### config.mk
export PLATFORM = sky130hd
export DESIGN_NAME = fifo_sync_param_flat
export DESIGN_NICKNAME = d
export VERILOG_FILES = /design/src/rtl/fifo_pkg.sv /design/src/rtl/fifo_sync_param_if.sv /design/src/rtl/fifo_mem.sv /design/src/rtl/fifo_sync_param.sv /design/src/flat_wrapper.sv
export SDC_FILE = /design/constraint.sdc
export NUM_CORES = 1
export LEC_CHECK = 0
export BUFFER_PORTS_ARGS = -buffer_cell sky130_fd_sc_hd__buf_4
export CAP_MARGIN = 0
export CORE_UTILIZATION = 30
export CTS_CLUSTER_DIAMETER = 200
export DETAILED_ROUTE_END_ITERATION = 12
export PLACE_DENSITY = 0.45
export SLEW_MARGIN = 20
export SYNTH_ARGS = -nofsm -noshare
export SYNTH_HDL_FRONTEND = slang
export SYNTH_SLANG_ARGS = --single-unit
### constraint.sdc
create_clock -name clk -period 6.5 [get_ports clk]
set_input_delay 0.975 -clock clk [delete_from_list [all_inputs] [get_ports clk]]
set_output_delay 0.975 -clock clk [all_outputs]
set_load 0.02 [all_outputs]
### src/rtl/fifo_pkg.sv
// Shared constants and types for the parametrised synchronous FIFO.
package fifo_pkg;

    localparam int unsigned FIFO_WIDTH = 32;
    localparam int unsigned FIFO_DEPTH = 16;

    // Occupancy counter must hold the value DEPTH itself.
    function automatic int unsigned cnt_width(input int unsigned depth);
        return $clog2(depth) + 1;
    endfunction

    typedef struct packed {
        logic full;
        logic empty;
        logic almost_full;
        logic almost_empty;
        logic overflow;
        logic underflow;
    } fifo_status_t;

endpackage

### src/rtl/fifo_sync_param_if.sv
// FIFO handshake/status bundle; master = producer/consumer side, slave = FIFO.
interface fifo_sync_param_if
    import fifo_pkg::*;
#(
    parameter int unsigned WIDTH = FIFO_WIDTH,
    parameter int unsigned DEPTH = FIFO_DEPTH
) ();

    localparam int unsigned CW = cnt_width(DEPTH);

    logic [WIDTH-1:0] data_in;
    logic             wr_en;
    logic             rd_en;
    logic [WIDTH-1:0] data_op;
    logic             full;
    logic             empty;
    logic             almost_full;
    logic             almost_empty;
    logic [CW-1:0]    count;
    logic             overflow;
    logic             underflow;

    modport master (
        output data_in, wr_en, rd_en,
        input  data_op, full, empty, almost_full, almost_empty, count, overflow, underflow
    );

    modport slave (
        input  data_in, wr_en, rd_en,
        output data_op, full, empty, almost_full, almost_empty, count, overflow, underflow
    );

endinterface

### src/rtl/fifo_mem.sv
// DEPTH x WIDTH storage, one write port and one read port.
// FIFO_FWFT_EN selects a combinational read; otherwise the read is registered.
module fifo_mem #(
    parameter int unsigned WIDTH = 32,
    parameter int unsigned DEPTH = 16,
    localparam int unsigned AW   = $clog2(DEPTH)
) (
    input  logic             clk,
    input  logic             rst,
    input  logic             wr_en,
    input  logic [AW-1:0]    wr_addr,
    input  logic [WIDTH-1:0] wr_data,
    input  logic             rd_en,
    input  logic [AW-1:0]    rd_addr,
    output logic [WIDTH-1:0] rd_data
);

    logic [WIDTH-1:0] mem [DEPTH];

    // Storage is intentionally not reset.
    always_ff @(posedge clk) begin
        if (wr_en) mem[wr_addr] <= wr_data;
    end

`ifdef FIFO_FWFT_EN
    logic unused_rd;
    assign unused_rd = ^{rst, rd_en};
    assign rd_data   = mem[rd_addr];
`else
    always_ff @(posedge clk) begin
        if (rst)        rd_data <= '0;
        else if (rd_en) rd_data <= mem[rd_addr];
    end
`endif

endmodule

### src/rtl/fifo_sync_param.sv
// Parametrised single-clock FIFO with fill count, almost flags and error pulses.
// Define FIFO_FWFT_EN for first-word-fall-through read behaviour.
module fifo_sync_param
    import fifo_pkg::*;
#(
    parameter int unsigned WIDTH    = FIFO_WIDTH,
    parameter int unsigned DEPTH    = FIFO_DEPTH,
    parameter int unsigned AF_LEVEL = DEPTH - 2,
    parameter int unsigned AE_LEVEL = 2
) (
    input logic               clk,
    input logic               rst,
    fifo_sync_param_if.slave  bus
);

    localparam int unsigned AW = $clog2(DEPTH);
    localparam int unsigned CW = cnt_width(DEPTH);
    localparam fifo_status_t RST_STATUS = '{full: 1'b0, empty: 1'b1, almost_full: 1'b0,
                                            almost_empty: 1'b1, overflow: 1'b0, underflow: 1'b0};

    logic [AW-1:0] wr_ptr, wr_ptr_nxt;
    logic [AW-1:0] rd_ptr, rd_ptr_nxt;
    logic [CW-1:0] count_q, count_nxt;
    fifo_status_t  status_q, status_nxt;
    logic          wr_acc, rd_acc;

    // Acceptance, next pointers/count, and flags derived from the next count.
    always_comb begin
        wr_acc     = bus.wr_en & (~status_q.full | bus.rd_en);
        rd_acc     = bus.rd_en & ~status_q.empty;
        wr_ptr_nxt = wr_ptr;
        rd_ptr_nxt = rd_ptr;
        count_nxt  = count_q;
        status_nxt = status_q;

        if (wr_acc) wr_ptr_nxt = wr_ptr + AW'(1);
        if (rd_acc) rd_ptr_nxt = rd_ptr + AW'(1);

        case ({wr_acc, rd_acc})
            2'b10:   count_nxt = count_q + CW'(1);
            2'b01:   count_nxt = count_q - CW'(1);
            default: count_nxt = count_q;
        endcase

        status_nxt.full         = (count_nxt == CW'(DEPTH));
        status_nxt.empty        = (count_nxt == '0);
        status_nxt.almost_full  = (count_nxt >= CW'(AF_LEVEL));
        status_nxt.almost_empty = (count_nxt <= CW'(AE_LEVEL));
        status_nxt.overflow     = bus.wr_en & status_q.full & ~bus.rd_en;
        status_nxt.underflow    = bus.rd_en & status_q.empty;
    end

    always_ff @(posedge clk) begin
        if (rst) begin
            wr_ptr   <= '0;
            rd_ptr   <= '0;
            count_q  <= '0;
            status_q <= RST_STATUS;
        end else begin
            wr_ptr   <= wr_ptr_nxt;
            rd_ptr   <= rd_ptr_nxt;
            count_q  <= count_nxt;
            status_q <= status_nxt;
        end
    end

    // Reset wins over any request in the same cycle.
    fifo_mem #(
        .WIDTH (WIDTH),
        .DEPTH (DEPTH)
    ) u_mem (
        .clk     (clk),
        .rst     (rst),
        .wr_en   (wr_acc & ~rst),
        .wr_addr (wr_ptr),
        .wr_data (bus.data_in),
        .rd_en   (rd_acc & ~rst),
        .rd_addr (rd_ptr),
        .rd_data (bus.data_op)
    );

    assign bus.count        = count_q;
    assign bus.full         = status_q.full;
    assign bus.empty        = status_q.empty;
    assign bus.almost_full  = status_q.almost_full;
    assign bus.almost_empty = status_q.almost_empty;
    assign bus.overflow     = status_q.overflow;
    assign bus.underflow    = status_q.underflow;

endmodule

### src/flat_wrapper.sv
// flat-port wrapper written by rule: the top's interface ports become plain ports
module fifo_sync_param_flat import fifo_pkg::*;
#(
    parameter int unsigned WIDTH    = FIFO_WIDTH,
    parameter int unsigned DEPTH    = FIFO_DEPTH,
    parameter int unsigned AF_LEVEL = DEPTH - 2,
    parameter int unsigned AE_LEVEL = 2
)
  (clk, rst, bus_data_in, bus_wr_en, bus_rd_en, bus_data_op, bus_full, bus_empty, bus_almost_full, bus_almost_empty, bus_count, bus_overflow, bus_underflow);
  fifo_sync_param_if #(.WIDTH(WIDTH), .DEPTH(DEPTH)) bus_i ();
  input logic clk;
  input logic rst;
  input wire logic [$bits(bus_i.data_in)-1:0] bus_data_in;
  input wire logic [$bits(bus_i.wr_en)-1:0] bus_wr_en;
  input wire logic [$bits(bus_i.rd_en)-1:0] bus_rd_en;
  output wire logic [$bits(bus_i.data_op)-1:0] bus_data_op;
  output wire logic [$bits(bus_i.full)-1:0] bus_full;
  output wire logic [$bits(bus_i.empty)-1:0] bus_empty;
  output wire logic [$bits(bus_i.almost_full)-1:0] bus_almost_full;
  output wire logic [$bits(bus_i.almost_empty)-1:0] bus_almost_empty;
  output wire logic [$bits(bus_i.count)-1:0] bus_count;
  output wire logic [$bits(bus_i.overflow)-1:0] bus_overflow;
  output wire logic [$bits(bus_i.underflow)-1:0] bus_underflow;
  assign bus_i.data_in = bus_data_in;
  assign bus_i.wr_en = bus_wr_en;
  assign bus_i.rd_en = bus_rd_en;
  assign bus_data_op = bus_i.data_op;
  assign bus_full = bus_i.full;
  assign bus_empty = bus_i.empty;
  assign bus_almost_full = bus_i.almost_full;
  assign bus_almost_empty = bus_i.almost_empty;
  assign bus_count = bus_i.count;
  assign bus_overflow = bus_i.overflow;
  assign bus_underflow = bus_i.underflow;
  fifo_sync_param #(.WIDTH(WIDTH), .DEPTH(DEPTH), .AF_LEVEL(AF_LEVEL), .AE_LEVEL(AE_LEVEL)) u_core (.clk(clk), .rst(rst), .bus(bus_i));
endmodule
==> metrics <==
min Tclk post-route=around 3.0 ns; CP Capture Type=register; Top delay family on crit path=simple AND/OR/NAND/NOR gates; CP max stage cell=nor2b_1; Worst Tran Pin Value=approximately 1.1 ns; Comb power frac=between 10% and 20%; synthesized instance count=between 1000 and 1500; worst r2r path cells=9; Starting Density=30.4%; leakage power total=roughly 7.7 nW; beginning of the worst hold path=u_core.u_mem.rd_data[30]$_SDFFE_PP0P_; Layout area overhead=17.8%; Slew headroom=a little over a quarter; total grt overflow=0; Buf/Inv on CP=1; Clock Tree Buf Depth=3; overall routed net length=between 40000 and 50000 um; number of port buffers=a little under 80; required time of the worst setup path=approximately 7 ns; worst reg2reg endpoint=u_core.bus.almost_empty$_SDFF_PP1_; Iter 0 DRT Violations=583; post-synthesis cell type count=35; Net Sw Frac=22.9%; Nets=1176; CTS Buf Count=60; highest net fanout along the worst path=11; Rows=97; TritonCTS clock tree=built; WHS Path Cells=2; area of the multi-input gates=between 4000 and 5000 sq um; cell internal pwr=about 0.0064 W; GRT Total Usage=between 10 and 15%; syn_area_per_cell=approximately 21 sq um; clock root cell=clkbuf_16; Hold WC Path Type=reg -> reg; Pre-antenna DRT Iters=5; CTS clock-pin slew for the worst setup and hold paths=0.06 ns; post-route antenna net violation count=0; Final Max Tran Viols=0; initial antenna violation count=2; Clk pwr share=40.5%; reg-to-reg startpoint=u_core.bus.empty$_SDFF_PP1_; # IOs=slightly below 80; WS Path Type=in -> reg; CP cell instances=buf_4, nor2b_1, ha_1, xor2_1, ha_1, nor2b_1, a31oi_1, nor4_2, mux2i_1, o2111a_1; Max VDD drop=189 uV; crit start category=input port; sequential share of the synthesized area=between 70% and 80%; layout cells sized above 1=~29%; outcome=finished clean; Max Clock Freq=around 330 MHz; unrepaired setup endpoints after global routing=no; max capacitance violation total=0; Post-CTS Setup Bufs=0; post-CTS sizing=0; first-pass GRT wire length=~72000 um; sequential share of power=between 40 and 50%; Power per Cell Area=332 nW/um^2; # hold bufs at CTS=0; Syn Nets=1067; DRC=0; pin count of the biggest net entering global routing=110; DIE AREA=72200 sq um; count of final hold-check violations=0; #FFs+latches synth=around 560; final RePlAce weighted congestion=roughly 0.68; storage element area=roughly 16000 sq um; R2R Setup Slk=between 3 and 4 ns; fillers=6479; Final Util=35.8%; final cycle utilization of the critical path=between 40% and 50%; clk_lat worst skew=0.62 ns; Die Y=269 um; average wire per standard cell=between 20 and 25 um; htree depth=2; critical path arrival=about 3.6 ns; Net Switching=around 0.0019 W; setup TNS=0 ns; CP peak stage delay=approximately 0.54 ns; setup violators final=0; final clock skew=0.0169 ns; vias=~10000; core area=about 70000 sq um; synth warn=0; vias in the first global route=between 10000 and 15000; Syn Std Cell Area=roughly 21000 sq um; Die X=269 um; CTS Sinks=approximately 560; vias per cell=roughly 4.7; antenna diode count=0; DPL Wire Length=26300 um; Min-Delay Endpoint=u_core.u_mem.rd_data[30]$_SDFFE_PP0P_
## power groups by stage
stage	Clock (W)	Combinational, W	Sequential (W)
after floorplan	0	0.000605	0.00418
after global placement	0	0.000887	0.00420
after detailed placement	0	0.000886	0.00420
after CTS	0.00350	0.000887	0.00412
after global routing	0.00362	0.000938	0.00413
final	0.00339	0.000861	0.00411
## worst reg2reg max path: stages, from the launching register on
cell	delay (ns)
dfxtp_1	0.35
nor2b_1	0.54
ha_1	0.51
xor2_1	0.19
ha_1	0.21
nor2b_1	0.14
a31oi_1	0.06
nor4_2	0.28
mux2i_1	0.37
o2111a_1	0.23
## logic make-up (layout without fill, tap and decap cells)
| logic type | Yosys count | count (layout) | synth area share, % |
|---|---|---|---|
| AOI/OAI and AO/OA | 81 | 81 | 2.02 |
| xor gates and xnor gates | 11 | 11 | 0.451 |
| adders and majority gates | 8 | 8 | 0.469 |
| buffers and inverters | 63 | 222 | 1.43 |
| DFF | 563 | 563 | 76.8 |
| muxes | 196 | 196 | 16.7 |
| and+or+nand+nor | 101 | 101 | 2.12 |
## cell type report
| cell class | count | area share [%] |
|---|---|---|
| multi-input cells | 397 | 18.9 |
| well taps | 940 | 4.68 |
| clock inverters | 23 | 0.915 |
| clock buffers | 89 | 6.96 |
| inverters | 7 | 0.104 |
| flip-flops and latches | 563 | 65.2 |
| repair buffers | 103 | 3.17 |
## stage by stage
stage               cells  total power, W  hold slack (ns)  area (sq um)  worst slack, ns
floorplan            1023         0.00478            0.482         21300             2.31
global placement     2010         0.00509            0.464         23200             2.85
detailed placement   2010         0.00508            0.470         23200             2.82
CTS                  2122         0.00851            0.484         25200             3.48
global route         2122         0.00868            0.500         25200             3.15
finish               2122         0.00836            0.478         25200             3.45
## how the worst max path moves through the flow
stage | from | to | slack (ns) | depth (start not counted)
final | bus_rd_en | u_core.bus.almost_empty$_SDFF_PP1_ | 3.45 | 10
after global routing | bus_rd_en | u_core.bus.almost_empty$_SDFF_PP1_ | 3.15 | 10
after CTS | bus_rd_en | u_core.bus.almost_empty$_SDFF_PP1_ | 3.48 | 10
after detailed placement | bus_rd_en | u_core.bus.almost_empty$_SDFF_PP1_ | 2.82 | 10
after global placement | bus_rd_en | u_core.bus.almost_empty$_SDFF_PP1_ | 2.85 | 10
after floorplan | rst | u_core.u_mem.mem[1][0]$_DFFE_PP_ | 2.31 | 4
## layer usage
layer	up-vias	wire, um	track usage, %
li1	4382	-	-
met1	5317	22200	18.7
met2	151	23800	22.8
met3	84	1690	2.29
met4	4	1060	4.12
met5	-	23	0
## layout by cell type, fill, tap and decap left out, drive strengths merged, types with 5 or more instances in the layout
master / Yosys / final
edfxtp: 512 / 512
mux4: 128 / 128
buf: 39 / 103
clkbuf: 17 / 89
mux2i: 68 / 68
nor2: 60 / 60
dfxtp: 51 / 51
a21oi: 37 / 37
o21ai: 37 / 37
clkinv: 0 / 14
nand2: 12 / 12
inv: 7 / 9
ha: 8 / 8
nand2b: 6 / 6
xnor2: 6 / 6
nor3: 6 / 6
xor2: 5 / 5
nor2b: 5 / 5
## registers in the layout, indices dropped and copies added, names as in the netlist
register,count
u_core.bus.almost_empty,1
u_core.bus.almost_full,1
u_core.bus.count,5
u_core.bus.empty,1
u_core.bus.full,1
u_core.bus.overflow,1
u_core.bus.underflow,1
u_core.rd_ptr,4
u_core.u_mem.mem,512
u_core.u_mem.rd_data,32
u_core.wr_ptr,4
## Yosys cell counts
cell type,number,share of area [%]
nand2b_1,6,0.18
o31ai_1,1,0.035
buf_6,5,0.26
edfxtp_1,512,72
and3b_1,1,0.041
nand4_1,1,0.029
clkbuf_1,17,0.30
or3_1,3,0.088
mux4_2,128,14
nor2_1,60,1.1
nor4_2,1,0.059
a31oi_1,1,0.029
xnor2_1,6,0.25
o21ai_1,34,0.80
a211o_1,1,0.041
inv_1,7,0.12
a41o_1,1,0.047
o32ai_1,1,0.041
o21ai_0,3,0.070
mux2i_1,68,3.2
a21oi_1,37,0.87
a211oi_1,1,0.035
buf_1,11,0.19
nand3_1,3,0.070
buf_4,1,0.035
nor2b_1,5,0.15
xor2_1,5,0.21
dfxtp_1,51,4.8
nor3_1,6,0.14
nand2_1,12,0.21
or2_1,1,0.029
ha_1,8,0.47
nor3b_1,2,0.070
o2111a_1,1,0.053
buf_2,22,0.52
(Power assumes the default switching activity.)
